$ cat config.mk
export PLATFORM = sky130hd
export DESIGN_NAME = led_bcd_display
export DESIGN_NICKNAME = d
export VERILOG_FILES = /design/src/rtl/display_pkg.sv /design/src/rtl/bin2bcd_seq.sv /design/src/rtl/led_bcd_display.sv
export SDC_FILE = /design/constraint.sdc
export NUM_CORES = 1
export LEC_CHECK = 0
export BUFFER_PORTS_ARGS = -buffer_cell sky130_fd_sc_hd__buf_4
export CAP_MARGIN = 20
export CORE_MARGIN = 5
export CORE_UTILIZATION = 50
export DETAILED_ROUTE_END_ITERATION = 10
export HOLD_SLACK_MARGIN = 0.05
export PLACE_DENSITY_LB_ADDON = 0.3
export SETUP_SLACK_MARGIN = 0.02
export SYNTH_ARGS = -nofsm -noshare
export SYNTH_HDL_FRONTEND = slang
export SYNTH_SLANG_ARGS = --single-unit
$ cat constraint.sdc
create_clock -name clk -period 3.75 [get_ports clk]
set_clock_uncertainty 0.1 [all_clocks]
set_input_delay 0.75 -clock clk [delete_from_list [all_inputs] [get_ports clk]]
set_output_delay 0.75 -clock clk [all_outputs]
set_load 0.02 [all_outputs]
$ cat src/rtl/display_pkg.sv
// Shared types and segment constants for the LED BCD display.
package display_pkg;

    typedef enum logic [1:0] {
        IDLE  = 2'd0,
        SHIFT = 2'd1,
        LOAD  = 2'd2
    } conv_state_t;

    // Active-low {g,f,e,d,c,b,a}
    localparam logic [6:0] SEG_DIGIT [0:9] = '{
        7'h40, 7'h79, 7'h24, 7'h30, 7'h19,
        7'h12, 7'h02, 7'h78, 7'h00, 7'h10
    };
    localparam logic [6:0] SEG_DASH  = 7'h3F;
    localparam logic [6:0] SEG_BLANK = 7'h7F;
    localparam logic [31:0] DISP_MAX = 32'd9999;

    function automatic logic [6:0] seg_of(input logic [3:0] d);
        return (d <= 4'd9) ? SEG_DIGIT[d] : SEG_BLANK;
    endfunction

endpackage

$ cat src/rtl/bin2bcd_seq.sv
// Sequential double-dabble converter: IDLE -> SHIFT (IN_W cycles) -> LOAD.
// Emits the 4-nibble BCD word with a one-cycle load strobe.
module bin2bcd_seq
    import display_pkg::*;
#(
    parameter int IN_W = 14
) (
    input  logic            clk,
    input  logic            reset,
    input  logic [IN_W-1:0] i_value,
    output logic            o_busy,
    output logic            o_overflow,
    output logic [15:0]     o_bcd,
    output logic            o_load
);

    localparam int CNT_W = $clog2(IN_W);

    conv_state_t     r_state;
    logic [IN_W-1:0] r_shown_bin;
    logic [IN_W-1:0] r_bin;
    logic [15:0]     r_bcd;
    logic [CNT_W-1:0] r_cnt;
    logic            r_overflow;
    logic [15:0]     w_adj;

    always_comb begin
        w_adj = r_bcd;
        for (int k = 0; k < 4; k++) begin
            if (r_bcd[4*k +: 4] >= 4'd5)
                w_adj[4*k +: 4] = r_bcd[4*k +: 4] + 4'd3;
        end
    end

    always_ff @(posedge clk) begin
        if (reset) begin
            r_state     <= IDLE;
            r_shown_bin <= '0;
            r_bin       <= '0;
            r_bcd       <= '0;
            r_cnt       <= '0;
            r_overflow  <= 1'b0;
        end else begin
            unique case (r_state)
                IDLE: begin
                    if (i_value != r_shown_bin) begin
                        r_bin       <= i_value;
                        r_shown_bin <= i_value;
                        r_bcd       <= '0;
                        r_cnt       <= '0;
                        r_state     <= SHIFT;
                    end
                end
                SHIFT: begin
                    {r_bcd, r_bin} <= {w_adj, r_bin} << 1;
                    r_cnt          <= r_cnt + 1'b1;
                    if (r_cnt == CNT_W'(IN_W - 1))
                        r_state <= LOAD;
                end
                LOAD: begin
                    r_overflow <= (32'(r_shown_bin) > DISP_MAX);
                    r_state    <= IDLE;
                end
                default: r_state <= IDLE;
            endcase
        end
    end

    assign o_busy     = (r_state != IDLE);
    assign o_load     = (r_state == LOAD);
    assign o_bcd      = r_bcd;
    assign o_overflow = r_overflow;

endmodule

$ cat src/rtl/led_bcd_display.sv
// 4-digit multiplexed active-low 7-segment driver fed by bin2bcd_seq.
// Define LED_BCD_LZB_EN to blank leading zeros (digit 0 always shown).
module led_bcd_display
    import display_pkg::*;
#(
    parameter int IN_W     = 14,
    parameter int DIGITS   = 4,
    parameter int SCAN_DIV = 50000
) (
    input  logic              clk,
    input  logic              reset,
    input  logic [IN_W-1:0]   value,
    output logic [6:0]        seg,
    output logic [DIGITS-1:0] an,
    output logic              busy,
    output logic              overflow
);

    localparam int SCAN_W = $clog2(SCAN_DIV);
    localparam int IDX_W  = $clog2(DIGITS);

    logic [SCAN_W-1:0]           r_scan_cnt;
    logic [IDX_W-1:0]            r_idx;
    logic                        r_scan_on;
    logic [DIGITS-1:0][3:0]      r_digits;
    logic [6:0]                  r_seg;
    logic [DIGITS-1:0]           r_an;

    logic                        w_wrap;
    logic                        w_on_nxt;
    logic [IDX_W-1:0]            w_idx_nxt;
    logic [6:0]                  w_seg_nxt;
    logic [15:0]                 w_bcd;
    logic                        w_load;
    logic                        w_overflow;

    bin2bcd_seq #(.IN_W(IN_W)) u_conv (
        .clk        (clk),
        .reset      (reset),
        .i_value    (value),
        .o_busy     (busy),
        .o_overflow (w_overflow),
        .o_bcd      (w_bcd),
        .o_load     (w_load)
    );

    assign w_wrap   = (r_scan_cnt == SCAN_W'(SCAN_DIV - 1));
    // The first wrap only turns the display on, so digit 0 is shown first.
    assign w_on_nxt = r_scan_on | w_wrap;

    always_comb begin
        w_idx_nxt = r_idx;
        if (w_wrap && r_scan_on)
            w_idx_nxt = (r_idx == IDX_W'(DIGITS - 1)) ? '0 : r_idx + 1'b1;
    end

`ifdef LED_BCD_LZB_EN
    logic [DIGITS-1:0] w_lz;
    // w_lz[k]: digits k..DIGITS-1 are all zero
    always_comb begin
        w_lz = '0;
        w_lz[DIGITS-1] = (r_digits[DIGITS-1] == 4'd0);
        for (int k = DIGITS - 2; k >= 0; k--)
            w_lz[k] = w_lz[k+1] & (r_digits[k] == 4'd0);
    end
`endif

    always_comb begin
        w_seg_nxt = seg_of(r_digits[w_idx_nxt]);
`ifdef LED_BCD_LZB_EN
        if (w_idx_nxt != '0 && w_lz[w_idx_nxt])
            w_seg_nxt = SEG_BLANK;
`endif
        if (w_overflow)
            w_seg_nxt = SEG_DASH;
        if (!w_on_nxt)
            w_seg_nxt = SEG_BLANK;
    end

    always_ff @(posedge clk) begin
        if (reset) begin
            r_scan_cnt <= '0;
            r_idx      <= '0;
            r_scan_on  <= 1'b0;
            r_digits   <= '0;
            r_seg      <= SEG_BLANK;
            r_an       <= '1;
        end else begin
            r_scan_cnt <= w_wrap ? '0 : r_scan_cnt + 1'b1;
            r_idx      <= w_idx_nxt;
            r_scan_on  <= w_on_nxt;
            if (w_load)
                r_digits <= w_bcd;
            r_seg      <= w_seg_nxt;
            r_an       <= w_on_nxt ? ~(DIGITS'(1) << w_idx_nxt) : '1;
        end
    end

    assign seg      = r_seg;
    assign an       = r_an;
    assign overflow = w_overflow;

endmodule

==> run_results.csv <==
group,metric,value,unit
synth,yosysWarningCount,0,
global_route,grt_util_met2,0.265,
pwr,internal_power,1.37,mW
route,ant_nets,0,
floorplanning,core_area,8680,µm²
critical_path,slowest_delay,0.50,ns
critical_path,path_buf_inv,1,
flow_run,max_cap_violations,0,
route,drtIter0Drc,211,
global_route,grt_first_pass_wirelength,15600,µm
critical_path,end_kind,"flop",
cells_and_area,drive_above_1_share,0.134,
synth,seq_area_frac_synth,0.439,
outcome,status,"completed",
sta,setup_viol,0,
floorplanning,ios,29,
synth,synth_edf_count,0,
clock_network,cts_tree,"yes",
clock_network,cts_buffer_depth,2,
floorplanning,dieArea,10800,µm²
global_route,grt_max_degree,73,
synth,syn-cell-area,4420,µm²
clock_network,worstSkewPairLatency,0.36,ns
critical_path,worst_ep_required_time,3.93,ns
sta,relSlewSlack,0.383,
cells_and_area,nFillCells,785,
synth,netlist.area_leader.share,0.439,
critical_path,arrival,3.50,ns
pwr,combPwrFrac,0.070,
sta,finalMaxSlewViolations,0,
floorplanning,die_y,104,µm
global_route,overflow,0,
clock_network,postCtsHoldBufs,0,
clock_network,h-tree-depth,3,
min_path,hold_class,"flop to flop",
synth,ys_seq_elements,97,
pwr,ir_drop,200,µV
route,via_count,3572,
pwr,seqPwrFrac,0.583,
synth,post-synth-top-area-cell,"dfxtp_1",
clock_network,post_cts_buffers,0,
pwr,p_leak,1.80,nW
floorplanning,rows,34,
clock_network,root_buffer,"clkbuf_8",
sta,setup_tns,0,ns
sta,period_share,0.886,
critical_path,startpoint_type,"flop",
synth,synth_fp_nets,566,
pwr,power_frac_clock,0.347,
placed_design,port_buffers,28,
global_route,top_usage_layer,"met2",
clock_network,clk_pin_slew_worst_paths,0.10,ns
synth,synth_cell_types,47,
synth,synthCells,534,
pwr,switching_share,0.258,
critical_path,critPathKind,"flop to flop",
pwr,p_sw,0.476,mW
global_route,grt_pass1_vias,3410,
route,wl_per_cell,13.4,µm
synth,synth_area_leaders,"dfxtp_1 44%, nand2_1 9.4%, a21oi_1 6.2%, ha_1 4.5%, xor2_1 3.8%",
sta,period_minus_slack,3.32,ns
route,routed_wl,8860,µm
critical_path,path_cells,"ha_1 -> and4_1 -> and4b_1 -> mux2i_4 -> mux2i_1 -> mux2i_1 -> inv_1 -> ha_1 -> nor2_1 -> nor3_1 -> o31ai_1",
critical_path,cpLargestDelayFamily,"simple AND/OR/NAND/NOR gates",
route,vias_per_cell,5.40,
synth,synth-main-ff-cell,"dfxtp_1",
critical_path,slowest_stage,"and4b_1",
route,drcViolationCount,0,
floorplanning,initial_core_util,0.510,
cells_and_area,final_common_cell,"nand2_1",
clock_network,cts_resized,0,
placed_design,gp_congestion,0.807,
cells_and_area,n_antenna_cell,0,
floorplanning,die_w,104,µm
sta,fmax,0.301,GHz
sta,rsz0062_at_grt,"false",
critical_path,cp_max_fo,9,
route,drt_pass1_iterations,4,
clock_network,cts_made_buffers,9,
cells_and_area,utilization,0.560,
global_route,grt_usage,0.167,
cells_and_area,fin_nets,580,
sta,hold_viol_final,0,
synth,synth-async-reset-ratio,0,
cells_and_area,areaGrowthSynthToFinish,9.81,%
pwr,powerDensity,380,nW/µm²
global_route,met1_usage,0.236,
sta,worstMarginPinSlew,0.926,ns
global_route,use_met3,0.0292,
synth,syn_area_per_cell,8.29,µm²
cells_and_area,mostFrequentLayoutCells,"111 x nand2_1, 97 x dfxtp_1, 55 x a21oi_1, 40 x nor2_1, 33 x buf_4",
clock_network,cts_sinks,97,
placed_design,dp_hpwl,6180,µm
global_route,antenna_found_initial,0,
[Yosys cell counts, drive strengths merged, types with 2 or more instances]
cell type    n
nor2        40
and4b        2
nand4        6
nor3b        2
ha          16
or3b         4
nand2      111
dfxtp       97
nor4         4
mux2i       11
a211oi       4
clkbuf      24
nor3        11
o21ai       17
inv         14
a31oi       19
nand2b       6
a211o        2
xor2        19
or3          2
and3         5
xnor2       16
nor2b        3
or2          4
buf          6
mux2         2
a21oi       55
nand3       23
[stage by stage]
step	hold slack, ns	cell area [µm²]	std cells	power [mW]	setup WS, ns
finish	0.361	4860	661	1.85	0.427
global route	0.380	4860	661	1.92	0.192
CTS	0.362	4860	661	1.86	0.433
detailed placement	0.341	4670	645	1.23	0.464
global placement	0.330	4670	645	1.22	0.584
floorplan	0.318	4420	534	1.18	0.979
[power by group through the flow]
stage               logic, mW  clock network [mW]  registers, mW
global route            0.145               0.698           1.08
finish                  0.129               0.640           1.08
CTS                     0.129               0.657           1.08
floorplan              0.0883                   0           1.10
detailed placement      0.129                   0           1.10
global placement        0.127                   0           1.10
[area by class of cell]
cell class / instances / area (µm²) / share of cell area
clock buffers: 10 / 138 / 0.0283
well taps: 108 / 135 / 0.0278
repair buffers: 33 / 248 / 0.0510
inverters: 14 / 52.6 / 0.0108
flip-flops and latches: 97 / 1940 / 0.400
multi-input cells: 393 / 2300 / 0.473
clock inverters: 6 / 47.5 / 0.00979
[worst paths after layout]
kind / startpoint / to / slack (ns) / cells past startpoint
hold reg to reg: r_scan_cnt[0] / r_scan_cnt[0] / 0.36 / 1
setup reg to reg: r_scan_cnt[0] / seg[6] / 0.43 / 11
setup / recovery: r_scan_cnt[0] / seg[6] / 0.43 / 11
hold / removal: r_scan_cnt[0] / r_scan_cnt[0] / 0.36 / 1
[routing by layer]
metal,wire length [µm],part of all wire
met5,0,0
met4,29,0.0033
met3,353,0.040
met2,4100,0.46
met1,4380,0.49
[registers in the layout, indices dropped and copies added (netlist names)]
| register | flops |
|---|---|
| u_conv.r_state | 2 |
| u_conv.r_cnt | 4 |
| r_scan_on | 1 |
| u_conv.o_overflow | 1 |
| r_scan_cnt | 16 |
| r_digits | 16 |
| seg | 7 |
| u_conv.o_bcd | 16 |
| u_conv.r_shown_bin | 14 |
| r_idx | 2 |
| an | 4 |
| u_conv.r_bin | 14 |
[kinds of logic after synthesis]
group	after synthesis	share of synthesized area
AO/OA/AOI/OAI	101	0.131
XOR/XNOR	35	0.0693
adder cells (fa/ha/maj)	16	0.0452
buffers and inverters	44	0.0427
flip-flops	97	0.439
multiplexers	13	0.0328
AND/OR/NAND/NOR	228	0.240
(Power assumes the default switching activity.)
